**src/rtl/reset_release_sequencer.sv**
```systemverilog
// Reset release sequencer: holds all downstream stage resets after a trigger
// (board reset or accepted soft request), then releases them one by one in
// bit order with a fixed gap, and finally flags sys_ready. Soft requests use
// a four-phase req/ack handshake that completes only at the end of a
// soft-triggered sequence.
module reset_release_sequencer #(
  parameter int STAGES      = 3,
  parameter int HOLD_CYCLES = 16,
  parameter int GAP_CYCLES  = 8,
  parameter int CNT_W       = 8
) (
  input  logic              clk,
  input  logic              reset,
  input  logic              soft_req,
  output logic              soft_ack,
  output logic [STAGES-1:0] rst_out,
  output logic              sys_ready,
  output logic [1:0]        state_dbg
);

  // idx must be able to hold STAGES itself: that value marks the final gap
  // wait between the last release and sys_ready.
  localparam int IDX_W = (STAGES > 1) ? $clog2(STAGES + 1) : 1;

  localparam logic [CNT_W-1:0]  HOLD_LAST = CNT_W'(HOLD_CYCLES - 1);
  localparam logic [CNT_W-1:0]  GAP_LAST  = CNT_W'(GAP_CYCLES - 1);
  localparam logic [IDX_W-1:0]  IDX_DONE  = IDX_W'(STAGES);
  localparam logic [STAGES-1:0] ONE       = STAGES'(1);

  typedef enum logic [1:0] {
    S_HOLD = 2'b01,
    S_REL  = 2'b10,
    S_RUN  = 2'b11
  } state_t;

  state_t           state;
  logic [CNT_W-1:0] cnt;
  logic [IDX_W-1:0] idx;
  logic             soft_pend;  // current sequence was started by soft_req

  assign state_dbg = state;

  // Sequencer FSM: all outputs registered; reset outranks any soft request.
  always_ff @(posedge clk) begin
    if (reset) begin
      state     <= S_HOLD;
      cnt       <= '0;
      idx       <= '0;
      rst_out   <= '1;
      sys_ready <= 1'b0;
      soft_ack  <= 1'b0;
      soft_pend <= 1'b0;
    end else begin
      case (state)
        S_HOLD: begin
          if (cnt == HOLD_LAST) begin
            // Stage 0 leaves reset; with one stage the REL state only
            // performs the final gap wait since idx already equals STAGES.
            rst_out <= rst_out & ~ONE;
            cnt     <= '0;
            idx     <= IDX_W'(1);
            state   <= S_REL;
          end else begin
            cnt <= cnt + CNT_W'(1);
          end
        end
        S_REL: begin
          if (cnt == GAP_LAST) begin
            cnt <= '0;
            if (idx == IDX_DONE) begin
              state     <= S_RUN;
              sys_ready <= 1'b1;
              soft_ack  <= soft_pend;
              soft_pend <= 1'b0;
            end else begin
              rst_out <= rst_out & ~(ONE << idx);
              idx     <= idx + IDX_W'(1);
            end
          end else begin
            cnt <= cnt + CNT_W'(1);
          end
        end
        S_RUN: begin
          if (soft_ack) begin
            // Handshake return-to-zero; a held request is not a new one.
            if (!soft_req) soft_ack <= 1'b0;
          end else if (soft_req) begin
            state     <= S_HOLD;
            cnt       <= '0;
            idx       <= '0;
            rst_out   <= '1;
            sys_ready <= 1'b0;
            soft_pend <= 1'b1;
          end
        end
        default: begin
          state     <= S_HOLD;
          cnt       <= '0;
          idx       <= '0;
          rst_out   <= '1;
          sys_ready <= 1'b0;
          soft_ack  <= 1'b0;
          soft_pend <= 1'b0;
        end
      endcase
    end
  end

endmodule

```
**config.mk**
```make
export PLATFORM = sky130hd
export DESIGN_NAME = reset_release_sequencer
export DESIGN_NICKNAME = d
export VERILOG_FILES = /design/src/rtl/reset_release_sequencer.sv
export SDC_FILE = /design/constraint.sdc
export NUM_CORES = 1
export LEC_CHECK = 0
export BUFFER_PORTS_ARGS = -buffer_cell sky130_fd_sc_hd__buf_2
export CAP_MARGIN = 15
export CORE_MARGIN = 10
export CORE_UTILIZATION = 45
export DETAILED_ROUTE_END_ITERATION = 7
export MAX_ROUTING_LAYER = met4
export PLACE_DENSITY_LB_ADDON = 0.1
export SYNTH_ARGS = -nofsm -noshare
export SYNTH_HDL_FRONTEND = slang
export SYNTH_SLANG_ARGS = --single-unit
```
**constraint.sdc**
```tcl
create_clock -name clk -period 2.5 [get_ports clk]
set_input_delay 0.25 -clock clk [delete_from_list [all_inputs] [get_ports clk]]
set_output_delay 0.25 -clock clk [all_outputs]
set_load 0.03 [all_outputs]
```
### Word-level counts from Yosys, hierarchy flattened

Cells that the tools add are included.

| storage, ports and cells | value |
|---|---|
| bits in registers | 18 |
| bits in latches | 0 |
| RAM bits | 0 |
| bits in read-only memories | 0 |
| input bits | 3 |
| word-level logic and storage cells | 70 |
| memories kept | 0 |

| cells by class | value |
|---|---|
| add/sub/neg operators | 2 |
| multipliers | 0 |
| divide/modulo/power cells | 0 |
| magnitude comparators | 0 |
| equal/unequal tests | 12 |
| shift-type cells | 1 |
| mux-type cells | 38 |
| bitwise operators | 3 |
| reduce and logical (&&, ||, !) cells | 6 |

Operators by type and width:

| kind | number |
|---|---|
| $mux 8 | 4 |
| $pmux 8 s3 | 1 |
| $mux 2 | 10 |
| $reduce_and 5->1 | 4 |
| $mux 1 | 13 |
| $mux 3 | 4 |
| $ne 2x2->1 const B | 6 |
| $pmux 2 s3 | 2 |
| $pmux 1 s3 | 3 |
| $pmux 3 s3 | 1 |
| $add 8x1->8 const B | 1 |
| $eq 8x3->1 const B | 1 |
| $eq 8x4->1 const B | 1 |
| $eq 2x2->1 const B | 3 |
| $and 3x3->3 | 1 |
| $not 3->3 | 1 |
| $reduce_and 3->1 | 1 |
| $shl 1x2->3 const A | 1 |
| $add 2x1->2 const B | 1 |
| $eq 2x1->1 const B | 1 |
| $reduce_and 2->1 | 1 |
| $not 1->1 | 1 |

### Depth between registers and ports, before layout

Gate-level depths: netlist of the first run.

| depth | value |
|---|---|
| depth in word-level cells | 6 |
| mapped depth | 6 |
| gate-level depth less buffers | 6 |

### Worst setup path after synthesis of the first run

Ideal clock, no wire load.

| timing path | value |
|---|---|
| path kind | register to register |
| start | register state[0], in the netlist state_dbg[0] |
| end | register cnt[3] |
| library setup time | 0.075 ns |
| data arrival time | 1.928 ns |
| path slack | 0.497 ns |
| stages on the path, launching flop included | 7 |
| cell sequence | dfxtp_1 inv_1 ha_1 or2_2 a21oi_1 nand3_1 o22ai_1 |

| between the ends | value |
|---|---|
| cells in the longest elaborated chain, start to end | 3 |
| elaborated cells between the ends (all ways) | 7 |

RTL lines:

| item | line | RTL |
|---|---|---|
| from (decl) | 36 | `state_t state;` |
| from (signal assigned) | 46 | `state <= S_HOLD;` |
| from (signal assigned) | 62 | `state <= S_REL;` |
| from (signal assigned) | 71 | `state <= S_RUN;` |
| $eq 2x2->1 | 54 | `case (state)` |
| $ne 2x2->1 (no source line) | -- |  |
| $reduce_and 2->1 (no source line) | -- |  |
| to (signal assigned) | 64 | `cnt <= cnt + CNT_W'(1);` |
| to (signal assigned) | 80 | `cnt <= cnt + CNT_W'(1);` |
| to (decl) | 37 | `logic [CNT_W-1:0] cnt;` |

Parallel ways exist; a longest one is shown, timed or not.
A chain may end at the register's enable or synchronous reset.

### Final worst setup path of the first run

| timing path | value |
|---|---|
| start | register state[0], in the netlist state_dbg[0] |
| end | register cnt[6] |

The elaborated chain is that of the path after synthesis.

==> results of run 1 <==
## state kept, by name, summed over array words and instances, names as in the netlist
signal and cells:
cnt 8, idx 2, rst_out 3, soft_ack 1, soft_pend 1, state_dbg 2, sys_ready 1
## metal layers
layer  vias up  global-route usage, %
met1       430                   11.5
li1        483                      -
met2        23                   12.7
met3         5                   2.14
met5         -                      -
met4         0                   4.43
## through the flow
stage / cells / hold WS [ns] / util (%) / setup WS [ns] / area, um2
final: 165 / 0.245 / 52.5 / 0.448 / 1180
after CTS: 165 / 0.246 / 52.5 / 0.427 / 1180
after global placement: 162 / 0.449 / 51.5 / 0.554 / 1160
after global routing: 165 / 0.258 / 52.5 / 0.230 / 1180
after floorplan: 126 / 0.436 / - / 0.497 / 1090
after detailed placement: 162 / 0.462 / 51.5 / 0.455 / 1160
## power by group
part / switching (mW) / internal, mW
clock: 0.0865 / 0.0562
sequential: 0.0525 / 0.339
combinational: 0.401 / 0.248
total: 0.540 / 0.643
## cell type report
type | instances | area [um2]
multi-input combinational | 93 | 668
inverter | 14 | 52.6
fill | 225 | 1070
sequential | 18 | 360
tap | 28 | 35.0
clock buffer | 3 | 22.5
timing repair buffer | 9 | 45.0
## critical path, cell delays in order, from the launching register on
cell,delay [ns]
sky130_fd_sc_hd__dfxtp_1,0.43
sky130_fd_sc_hd__inv_1,0.07
sky130_fd_sc_hd__ha_1,0.36
sky130_fd_sc_hd__or2_2,0.33
sky130_fd_sc_hd__a21oi_1,0.32
sky130_fd_sc_hd__nand3_1,0.26
sky130_fd_sc_hd__o22ai_1,0.22
## layout by cell type (no fill, tap or decap), types with 3 or more instances in the layout
cell,netlist,routed
sky130_fd_sc_hd__mux2i_1,5,5
sky130_fd_sc_hd__o21ai_0,4,4
sky130_fd_sc_hd__nand2_1,11,11
sky130_fd_sc_hd__o22ai_1,4,4
sky130_fd_sc_hd__a31oi_1,5,5
sky130_fd_sc_hd__buf_2,1,9
sky130_fd_sc_hd__and3_1,3,3
sky130_fd_sc_hd__clkbuf_4,0,3
sky130_fd_sc_hd__dfxtp_1,18,18
sky130_fd_sc_hd__ha_1,9,9
sky130_fd_sc_hd__a21oi_1,9,9
sky130_fd_sc_hd__nor2_1,4,4
sky130_fd_sc_hd__inv_1,14,14
sky130_fd_sc_hd__nand3_1,6,6
sky130_fd_sc_hd__nand4b_1,3,3
sky130_fd_sc_hd__and4b_1,3,3
sky130_fd_sc_hd__nand4_1,3,3
## logic make-up (layout without fill, tap and decap cells)
family          count (synthesis)  count (layout)  synth area share (%)
mux                             5               5                  4.61
flops                          18              18                  33.2
buf+inv                        15              26                  5.30
fa+ha+maj                       9               9                  10.4
compound gates                 31              31                  18.9
simple gates                   48              48                  27.7
## final timing paths
kind / to / startpoint / depth (start not counted)
max reg2reg: cnt[6] / state_dbg[0] / 6
min reg2reg: rst_out[2] / rst_out[2] / 2
min: cnt[1] / reset / 2
max: cnt[6] / state_dbg[0] / 6
==> results by group, run 1 <==
Synth
  – Sequential-to-total area share from yosys stat: about a third
  – Netlist cell types: 34
  – Cell type contributing the most total cell area after synthesis: sky130_fd_sc_hd__dfxtp_1
  – Net count after synthesis: approximately 140
  – Syn avg cell area: around 8.6 um2
  – Yosys reg bits: 18
  – Count of yosys warnings during synthesis: 0
  – Main flop type after synthesis: sky130_fd_sc_hd__dfxtp_1
  – Post-synthesis cell area: 0.00109 mm2
  – List of most frequent post-synthesis cells: sky130_fd_sc_hd__dfxtp_1 (18), sky130_fd_sc_hd__inv_1 (14), sky130_fd_sc_hd__nand2_1 (11)
  – Synthesized instance count: 126
  – Number of synthesized flops with an enable pin: 0
  – Area share of the largest cell type after synthesis: 33.2%
  – Largest cells by area after synthesis: sky130_fd_sc_hd__dfxtp_1 (33%), sky130_fd_sc_hd__ha_1 (10%), sky130_fd_sc_hd__inv_1 (4.8%)
  – Share of flip-flops with an asynchronous set or reset: 0%
  – Leading cell type by number of instances after synthesis: sky130_fd_sc_hd__dfxtp_1

Worst setup path
  – Critical Path Source Type: register
  – Register-to-register setup slack: 0.45 ns
  – Class of the most critical setup path: register to register
  – Data arrival at the endpoint of the critical path: 2.28 ns
  – Capturing element type of the critical path: register
  – WP data required: 2.73 ns
  – Worst Path Max Fanout: 6

Drt
  – Total via count in the routed design: 941
  – DR vias/cell: 5.70
  – Final wirelength: 2.28 mm
  – Initial detailed-routing violation count: between 50 and 60
  – Final routed DRC violation total: 0
  – 1st-pass router iterations: 4
  – Post-DRT Antenna Nets: 0
  – Post-DR wirelength/cell: around 14 um
  – Met1 wire length: between 1 and 1.5 mm
  – Top layer reached by signal wires: met4
  – Metal3 WL: 111 um
  – Amount of wire on met2 after detailed routing: ~980 um

Die
  – Vertical extent of the die: approximately 69 um
  – Rows: 17
  – Top Ports: 10
  – Die width: 69.1 um
  – Die outline area: 0.00478 mm2
  – Core outline area: approximately 0.0023 mm2
  – Starting Density: 48.2%

Timing
  – Slew Limit Fails: 0
  – Final worst-path cycle share: just over 80%
  – Min Clock Period, post-route: a little over 2 ns
  – Final setup viols: 0
  – Maximum operating frequency: 487 MHz
  – Transition time at the pin with the least slew margin: 0.556 ns
  – Unrepaired setup endpoints after global routing: false
  – Number of hold violations in the final report: 0
  – Rel. slew slack: a little over three fifths
  – Setup total negative slack: 0 ns
  – Final worst clock skew: 0.00100 ns

Run
  – Maximum capacitance violations: 0

Global route
  – Number of antenna violations at the first check in global routing: 0
  – Grt total ovfl: 0
  – Number of global-route vias before repair: 822
  – Largest net degree at the start of global routing: 11
  – Wire length of the first global-routing pass: 3.68 mm
  – Global router's overall resource usage: 8.99%

Outcome
  – Outcome: complete, no violations

Power
  – Cell leakage power: 0.482 nW
  – Final Total Pwr: 1.18 mW
  – Worst vdd ir: 0.572 mV
  – Pwr/cell area: 999 mW/mm2

Clock tree
  – CTS Hold Bufs: 0
  – Depth of the CTS H-tree: 1
  – Number of gates given a new drive strength after cts: 0
  – Clock tree from TritonCTS: yes
  – Cts bufs inserted: 3
  – Clock-pin slew reported for the worst setup and hold paths after clock tree synthesis: 0.09 ns
  – TritonCTS Sinks: 18
  – Worst skew pair latency: 0.29 ns
  – Cell at the root of the clock tree: sky130_fd_sc_hd__clkbuf_4
  – Number of post-CTS setup repair buffers: 0
  – CTS Buffer Depth: 2

Final layout
  – Fraction of final layout cells with drive strength greater than 1: 14.6%
  – Total Nets Final: 151
  – # diodes: 0
  – Layout overhead on the synthesized area: 8.99%

Placed design
  – DP Wirelength: 1.73 mm
  – Weighted congestion reported at the end of routability-driven placement: 0.890
  – Number of buffer cells added on primary ports: 9

Hold path
  – Worst min-delay path category: primary input to register
Note: power is estimated with default switching activity, not from simulation.
==> run 2: changes to the inputs <==
==> constraint.sdc (replaced) <==
create_clock -name clk -period 2.1 [get_ports clk]
set_input_delay 0.21 -clock clk [delete_from_list [all_inputs] [get_ports clk]]
set_output_delay 0.21 -clock clk [all_outputs]
set_load 0.03 [all_outputs]
==> run 2 against run 1 <==
  * Via count is 0.53% higher
  * Non-clock buffer count rose by 2
  * Critical endpoint unchanged
  * Critical path depth unchanged
  * Critical path type unchanged
==> results by group, run 2 (synthesis gave the netlist of run 1 again) <==
Final layout
  – Commonest non-fill, non-tap cells in the layout: sky130_fd_sc_hd__dfxtp_1 (18), sky130_fd_sc_hd__inv_1 (14), sky130_fd_sc_hd__nand2_1 (11)
  – Total Nets Final: 153 (+1.3%)
  – Storage element area: 360 um2 (unchanged)
  – Layout overhead on the synthesized area: 11.6%
  – Fraction of final layout cells with drive strength greater than 1: 16.4% (+1.8 points)
  – Most flop-heavy register: cnt
  – Count of filler cells inserted in the layout: 237 (+5.3%)
  – Commonest non-fill, non-tap cell in the layout: sky130_fd_sc_hd__dfxtp_1
  – Max FFs per register: 8 (unchanged)
  – Area of combinational cells with multiple inputs: 668 um2 (unchanged)
  – Largest registers in the final layout: cnt x8, rst_out x3
  – # diodes: 0 (unchanged)

Die
  – Vertical extent of the die: 69.1 um (unchanged)
  – Die outline area: 0.00478 mm2 (unchanged)
  – Top Ports: 10 (unchanged)
  – Starting Density: 48.2% (unchanged)
  – Die width: 69.1 um (unchanged)
  – Core outline area: 0.00225 mm2 (unchanged)
  – Rows: 17 (unchanged)

Worst setup path
  – Worst setup startpoint: state_dbg[0]
  – R2r startpoint: state_dbg[0]
  – Worst Path Max Fanout: 6 (unchanged)
  – Critical Path Max Stage Delay: 0.44 ns (about the same)
  – Highest-delay cell along the critical path: sky130_fd_sc_hd__dfxtp_1
  – WP data required: 2.34 ns (-0.39 ns)
  – Largest delay share family, worst path: simple AND/OR/NAND/NOR gates
  – Critical Path Source Type: register
  – Data arrival at the endpoint of the critical path: 2.13 ns (-0.15 ns)
  – CP Cell Sequence: inv_1, ha_1, or2_2, a21oi_1, nand3_1, o22ai_1
  – Class of the most critical setup path: register to register
  – Capturing element type of the critical path: register
  – Number of buffers and inverters on the critical path: 1 (unchanged)

Drt
  – Post-DR wirelength/cell: 14.1 um (+2.4%)
  – Final wirelength: 2.38 mm (+4.3%)
  – Initial detailed-routing violation count: 50 (-9.1%)
  – DR vias/cell: 5.63 (-1.3%)
  – Final routed DRC violation total: 0 (unchanged)
  – Post-DRT Antenna Nets: 0 (unchanged)
  – Total via count in the routed design: 946 (+0.53%)
  – 1st-pass router iterations: 4 (unchanged)

Clock tree
  – TritonCTS Sinks: 18 (unchanged)
  – Clock-pin slew reported for the worst setup and hold paths after clock tree synthesis: 0.11 ns (+0.02 ns)
  – CTS Buffer Depth: 2 (unchanged)
  – Depth of the CTS H-tree: 1 (unchanged)
  – Cell at the root of the clock tree: sky130_fd_sc_hd__clkbuf_4
  – Number of gates given a new drive strength after cts: 0 (unchanged)
  – Worst skew pair latency: 0.30 ns (about the same)
  – CTS Hold Bufs: 0 (unchanged)
  – Cts bufs inserted: 3 (unchanged)
  – Number of post-CTS setup repair buffers: 0 (unchanged)
  – Clock tree from TritonCTS: yes

Timing
  – Final worst-path cycle share: 90.2% (+8.1 points)
  – Final worst clock skew: 0.00432 ns (+0.00332 ns)
  – Setup total negative slack: 0 ns (unchanged)
  – Maximum operating frequency: 528 MHz (+8.4%)
  – Rel. slew slack: 62.6% (-0.087 points)
  – Least setup slack across all paths after layout: 0.206 ns (-0.242 ns)
  – Unrepaired setup endpoints after global routing: false
  – Final setup viols: 0 (unchanged)
  – Number of hold violations in the final report: 0 (unchanged)
  – Min Clock Period, post-route: 1.89 ns (-0.158 ns)
  – Transition time at the pin with the least slew margin: 0.557 ns (+0.00129 ns)
  – Slew Limit Fails: 0 (unchanged)

Outcome
  – Outcome: complete, no violations

Power
  – Cell leakage power: 0.499 nW (+3.5%)
  – Pwr/cell area: 1250 mW/mm2 (+25%)
  – Worst vdd ir: 0.808 mV (+41%)

Placed design
  – Worst setup slack after placement: 0.253 ns (-0.202 ns)
  – Number of buffer cells added on primary ports: 9 (unchanged)
  – DP Wirelength: 1.80 mm (+4.1%)
  – Weighted congestion reported at the end of routability-driven placement: 0.857 (-3.7%)

Hold path
  – Worst min-delay path category: primary input to register
  – Worst min-delay path startpoint: reset

Global route
  – Number of global-route vias before repair: 889 (+8.2%)
  – Grt total ovfl: 0 (unchanged)
  – Number of antenna violations at the first check in global routing: 0 (unchanged)
  – Wire length of the first global-routing pass: 3.91 mm (+6.2%)
  – Global router's overall resource usage: 9.62% (+0.64 points)
  – Largest net degree at the start of global routing: 11 (unchanged)

Run
  – Maximum capacitance violations: 0 (unchanged)
[run 2: final timing paths]
kind,end,slack (ns),depth (start not counted)
hold / removal,cnt[1],0.20,2
setup reg to reg,cnt[6],0.21,6
setup / recovery,cnt[6],0.21,6
hold reg to reg,rst_out[1],0.48,2
[run 2: through the flow]
stage	std cells	util, %	instance area [um2]	hold slack (ns)	total power, mW
final	168	53.8	1210	0.199	1.51
after global routing	168	53.8	1210	0.200	1.62
after global placement	164	52.2	1180	0.450	1.27
after floorplan	126	-	1090	0.396	1.07
after detailed placement	164	52.2	1180	0.466	1.28
after CTS	168	53.8	1210	0.197	1.51
[run 2: metal layers]
layer | share of wire [%] | routed length, um | vias to the layer above | global-route usage (%)
met5 | 0 | 0 | - | -
li1 | - | - | 487 | -
met3 | 4.0 | 94 | 5 | 2.57
met4 | 2.4 | 57 | 0 | 5.10
met1 | 51 | 1220 | 428 | 12.3
met2 | 42 | 1000 | 26 | 13.3
[run 2: final cells by class]
cell class | count | area share (%)
well taps | 28 | 2.89
multi-input cells | 93 | 55.1
inverters | 14 | 4.33
flip-flops and latches | 18 | 29.7
clock buffers | 4 | 2.99
repair buffers | 11 | 4.95
[run 2: worst reg2reg max path, stage by stage, from the launching register on]
cell and delay [ns]:
sky130_fd_sc_hd__dfxtp_1 0.44, sky130_fd_sc_hd__inv_1 0.07, sky130_fd_sc_hd__ha_1 0.37, sky130_fd_sc_hd__or2_2 0.33, sky130_fd_sc_hd__a21oi_1 0.17, sky130_fd_sc_hd__nand3_1 0.23, sky130_fd_sc_hd__o22ai_1 0.21
[run 2: report_power, final]
group	switching [mW]	leakage, nW	total (mW)	internal [mW]
logic	0.496	0.332	0.821	0.325
clock network	0.119	0.0210	0.225	0.106
registers	0.0609	0.146	0.464	0.403
==> run 3: changes to the inputs <==
--- a/config.mk
+++ b/config.mk
@@ -5,10 +5,12 @@
 export SDC_FILE = /design/constraint.sdc
 export NUM_CORES = 1
 export LEC_CHECK = 0
+export ABC_AREA = 1
 export BUFFER_PORTS_ARGS = -buffer_cell sky130_fd_sc_hd__buf_2
 export CAP_MARGIN = 15
 export CORE_MARGIN = 10
-export CORE_UTILIZATION = 45
+export CORE_UTILIZATION = 60
+export CTS_BUF_LIST = sky130_fd_sc_hd__clkbuf_8
 export DETAILED_ROUTE_END_ITERATION = 7
 export MAX_ROUTING_LAYER = met4
 export PLACE_DENSITY_LB_ADDON = 0.1
==> run 3 against run 2 <==
  * Die area decreased by 20%
  * Final cell count rose by 12%
  * Sequential share of layout area increased by 0.95 points
  * Largest power group unchanged
  * Highest routed layer unchanged
==> results by group, run 3 <==
Outcome
  – Outcome: complete, no violations

Synth
  – Largest cells by area after synthesis: sky130_fd_sc_hd__dfxtp_1 (34%), sky130_fd_sc_hd__nand2_1 (14%), sky130_fd_sc_hd__ha_1 (11%)
  – Yosys reg bits: 18 (unchanged)
  – Synthesized instance count: 159 (+26%)
  – Count of yosys warnings during synthesis: 0 (unchanged)
  – Netlist cell types: 15 (-56%)
  – Area share of the largest cell type after synthesis: 34.1% (+0.94 points)
  – Number of synthesized flops with an enable pin: 0 (unchanged)
  – Net count after synthesis: 171 (+24%)
  – Share of flip-flops with an asynchronous set or reset: 0% (unchanged)
  – Syn avg cell area: 6.64 um2 (-23%)
  – Leading cell type by number of instances after synthesis: sky130_fd_sc_hd__nand2_1
  – Main flop type after synthesis: sky130_fd_sc_hd__dfxtp_1
  – Post-synthesis cell area: 0.00106 mm2 (-2.8%)
  – Sequential-to-total area share from yosys stat: 34.1% (+0.94 points)
  – Cell type contributing the most total cell area after synthesis: sky130_fd_sc_hd__dfxtp_1
  – List of most frequent post-synthesis cells: sky130_fd_sc_hd__nand2_1 (38), sky130_fd_sc_hd__nor2_1 (29), sky130_fd_sc_hd__inv_1 (22)

Power
  – Cell leakage power: 0.584 nW (+17%)
  – Fraction of power spent switching nets: 47.4% (+2.7 points)
  – Worst vdd ir: 1.04 mV (+29%)
  – Clock power frac: 16.5% (+1.6 points)
  – Seq pwr share: 30.3% (-0.4 points)
  – Logic gate share of total power: 53.1% (-1.3 points)
  – Pwr/cell area: 1460 mW/mm2 (+18%)
  – Power dissipated by switching net loads: 816 uW (+21%)
  – P_int: 905 uW (+8.4%)

Timing
  – Rel. slew slack: 72.8% (+10 points)
  – Number of hold violations in the final report: 0 (unchanged)
  – Final Hold Slack: 0.162 ns (-0.0369 ns)
  – Final worst-path cycle share: 81.4% (-8.8 points)
  – Min Clock Period, post-route: 1.71 ns (-0.185 ns)
  – Final setup viols: 0 (unchanged)
  – Least setup slack across all paths after layout: 0.391 ns (+0.185 ns)
  – Unrepaired setup endpoints after global routing: false
  – Maximum operating frequency: 585 MHz (+11%)
  – Setup total negative slack: 0 ns (unchanged)
  – Transition time at the pin with the least slew margin: 0.404 ns (-0.153 ns)
  – Slew Limit Fails: 0 (unchanged)
  – Final worst clock skew: 0.00157 ns (-0.00275 ns)

Hold path
  – Worst min-delay path category: primary input to register
  – Hold-critical path endpoint: cnt[6]
  – Number of instances on the worst hold path: 2 (unchanged)
  – Worst min-delay path startpoint: reset

Final layout
  – Final Cell Area: 0.00117 mm2 (-3.1%)
  – Max FFs per register: 8 (unchanged)
  – Layout overhead on the synthesized area: 11.3%
  – # diodes: 0 (unchanged)
  – Commonest non-fill, non-tap cell in the layout: sky130_fd_sc_hd__nand2_1
  – Fraction of final layout cells with drive strength greater than 1: 9.36% (-7.1 points)
  – Total Nets Final: 184 (+20%)
  – Largest registers in the final layout: cnt x8, rst_out x3
  – Number of cells in the finished layout apart from fillers: 188 (+12%)
  – Most flop-heavy register: cnt
  – Commonest non-fill, non-tap cells in the layout: sky130_fd_sc_hd__nand2_1 (38), sky130_fd_sc_hd__nor2_1 (29), sky130_fd_sc_hd__inv_1 (22)

Global route
  – Largest net degree at the start of global routing: 13 (+2)
  – Number of antenna violations at the first check in global routing: 0 (unchanged)
  – Grt total ovfl: 0 (unchanged)
  – Global router's overall resource usage: 14.0% (+4.4 points)
  – Number of global-route vias before repair: 940 (+5.7%)
  – Wire length of the first global-routing pass: 3.98 mm (+1.9%)

Worst setup path
  – Register-to-register setup slack: 0.39 ns (+0.18 ns)
  – Class of the most critical setup path: register to register
  – CP Cell Sequence: ha_1, inv_1, a21oi_1, buf_4, inv_1, o21ai_0, nand2_1, a21oi_1
  – R2r startpoint: state_dbg[0]
  – Worst Path Max Fanout: 9 (+3)
  – Critical Path Max Stage Delay: 0.43 ns (about the same)
  – Capturing element type of the critical path: register
  – Critical Path Source Type: register
  – Data arrival at the endpoint of the critical path: 1.90 ns (-0.23 ns)
  – Worst reg2reg path endpoint: cnt[2]
  – Highest-delay cell along the critical path: sky130_fd_sc_hd__dfxtp_1
  – WP data required: 2.29 ns (-0.05 ns)
  – Depth of the most critical reg-to-reg path: 8 (+2)

Drt
  – Post-DRT Antenna Nets: 0 (unchanged)
  – Final wirelength: 2.26 mm (-4.8%)
  – Final routed DRC violation total: 0 (unchanged)
  – Initial detailed-routing violation count: 31 (-38%)
  – 1st-pass router iterations: 4 (unchanged)
  – DR vias/cell: 5.30 (-5.8%)
  – Total via count in the routed design: 997 (+5.4%)
  – Post-DR wirelength/cell: 12.0 um (-15%)

Clock tree
  – Number of post-CTS setup repair buffers: 0 (unchanged)
  – Depth of the CTS H-tree: 1 (unchanged)
  – CTS Hold Bufs: 0 (unchanged)
  – Cell at the root of the clock tree: sky130_fd_sc_hd__clkbuf_8
  – Clock-pin slew reported for the worst setup and hold paths after clock tree synthesis: 0.07 ns (-0.04 ns)
  – Number of gates given a new drive strength after cts: 0 (unchanged)
  – Worst skew pair latency: 0.25 ns (-0.05 ns)
  – Cts bufs inserted: 3 (unchanged)
  – Clock tree from TritonCTS: yes
  – TritonCTS Sinks: 18 (unchanged)
  – CTS Buffer Depth: 2 (unchanged)

Die
  – Top Ports: 10 (unchanged)
  – Starting Density: 62.5% (+14 points)
  – Vertical extent of the die: 62.0 um (-10%)
  – Die outline area: 0.00384 mm2 (-20%)
  – Rows: 15 (-2)
  – Die width: 62.0 um (-10%)
  – Core outline area: 0.00169 mm2 (-25%)

Placed design
  – Number of buffer cells added on primary ports: 9 (unchanged)
  – Instance count after placement with tap cells included: 184 (+12%)
  – DP Wirelength: 1.81 mm (about the same)
  – Weighted congestion reported at the end of routability-driven placement: 0.933 (+8.8%)
  – Placed cell area: 0.00112 mm2 (-4.8%)
  – Worst setup slack after placement: 0.419 ns (+0.166 ns)

Run
  – Maximum capacitance violations: 0 (unchanged)
## run 3: worst max-delay path by stage
| stage | from | to | cells after the start |
|---|---|---|---|
| after floorplan | state_dbg[0] | rst_out[1] | 7 |
| after global placement | state_dbg[0] | idx[1] | 8 |
| after detailed placement | state_dbg[0] | cnt[2] | 8 |
| after CTS | state_dbg[0] | cnt[2] | 8 |
| after global routing | state_dbg[0] | cnt[2] | 8 |
| final | state_dbg[0] | cnt[2] | 8 |
## run 3: cell families (layout without fill, tap and decap cells)
logic type	count (synthesis)	in the layout	synth area share (%)
flip-flops	18	18	34.1
buffers and inverters	24	36	8.77
AND/OR/NAND/NOR	86	86	33.6
AO/OA/AOI/OAI	22	22	12.8
adder cells (fa/ha/maj)	9	9	10.7
## run 3: power groups by stage
stage | Sequential [mW] | Clock, mW | Combinational (mW)
3_5_place_dp | 0.530 | 0 | 0.917
5_1_grt | 0.537 | 0.302 | 1.04
4_1_cts | 0.523 | 0.288 | 0.921
3_3_place_gp | 0.522 | 0 | 0.884
2_1_floorplan | 0.652 | 0 | 0.558
6_report | 0.522 | 0.284 | 0.914
## run 3: layout make-up
class / count / area, um2
clock buffers: 4 / 55.1
fillers: 152 / 514
inverters: 22 / 82.6
multi-input cells: 117 / 603
flip-flops and latches: 18 / 360
well taps: 17 / 21.3
repair buffers: 10 / 52.6
## run 3: per-layer routing
layer  up-vias  GRT usage [%]  part of all wire [%]
li1        528              -                     -
met1       438           16.5                    47
met2        27           22.1                    46
met3         4           3.46                   5.2
met4         0           6.37                   1.9
met5         -              -                     0
## run 3: metrics by stage
stage,util (%),total power [mW]
finish,69.6,1.72
global route,69.6,1.88
CTS,69.6,1.73
detailed placement,66.3,1.45
global placement,66.3,1.41
floorplan,-,1.21
## run 3: worst max-delay path: cells and delay by family, from the launching register on
kind	cells	cell delay, ns
flip-flops	1	0.43
adder cells (fa/ha/maj)	1	0.23
AO/OA/AOI/OAI	3	0.55
buffers and inverters	3	0.37
AND/OR/NAND/NOR	1	0.07
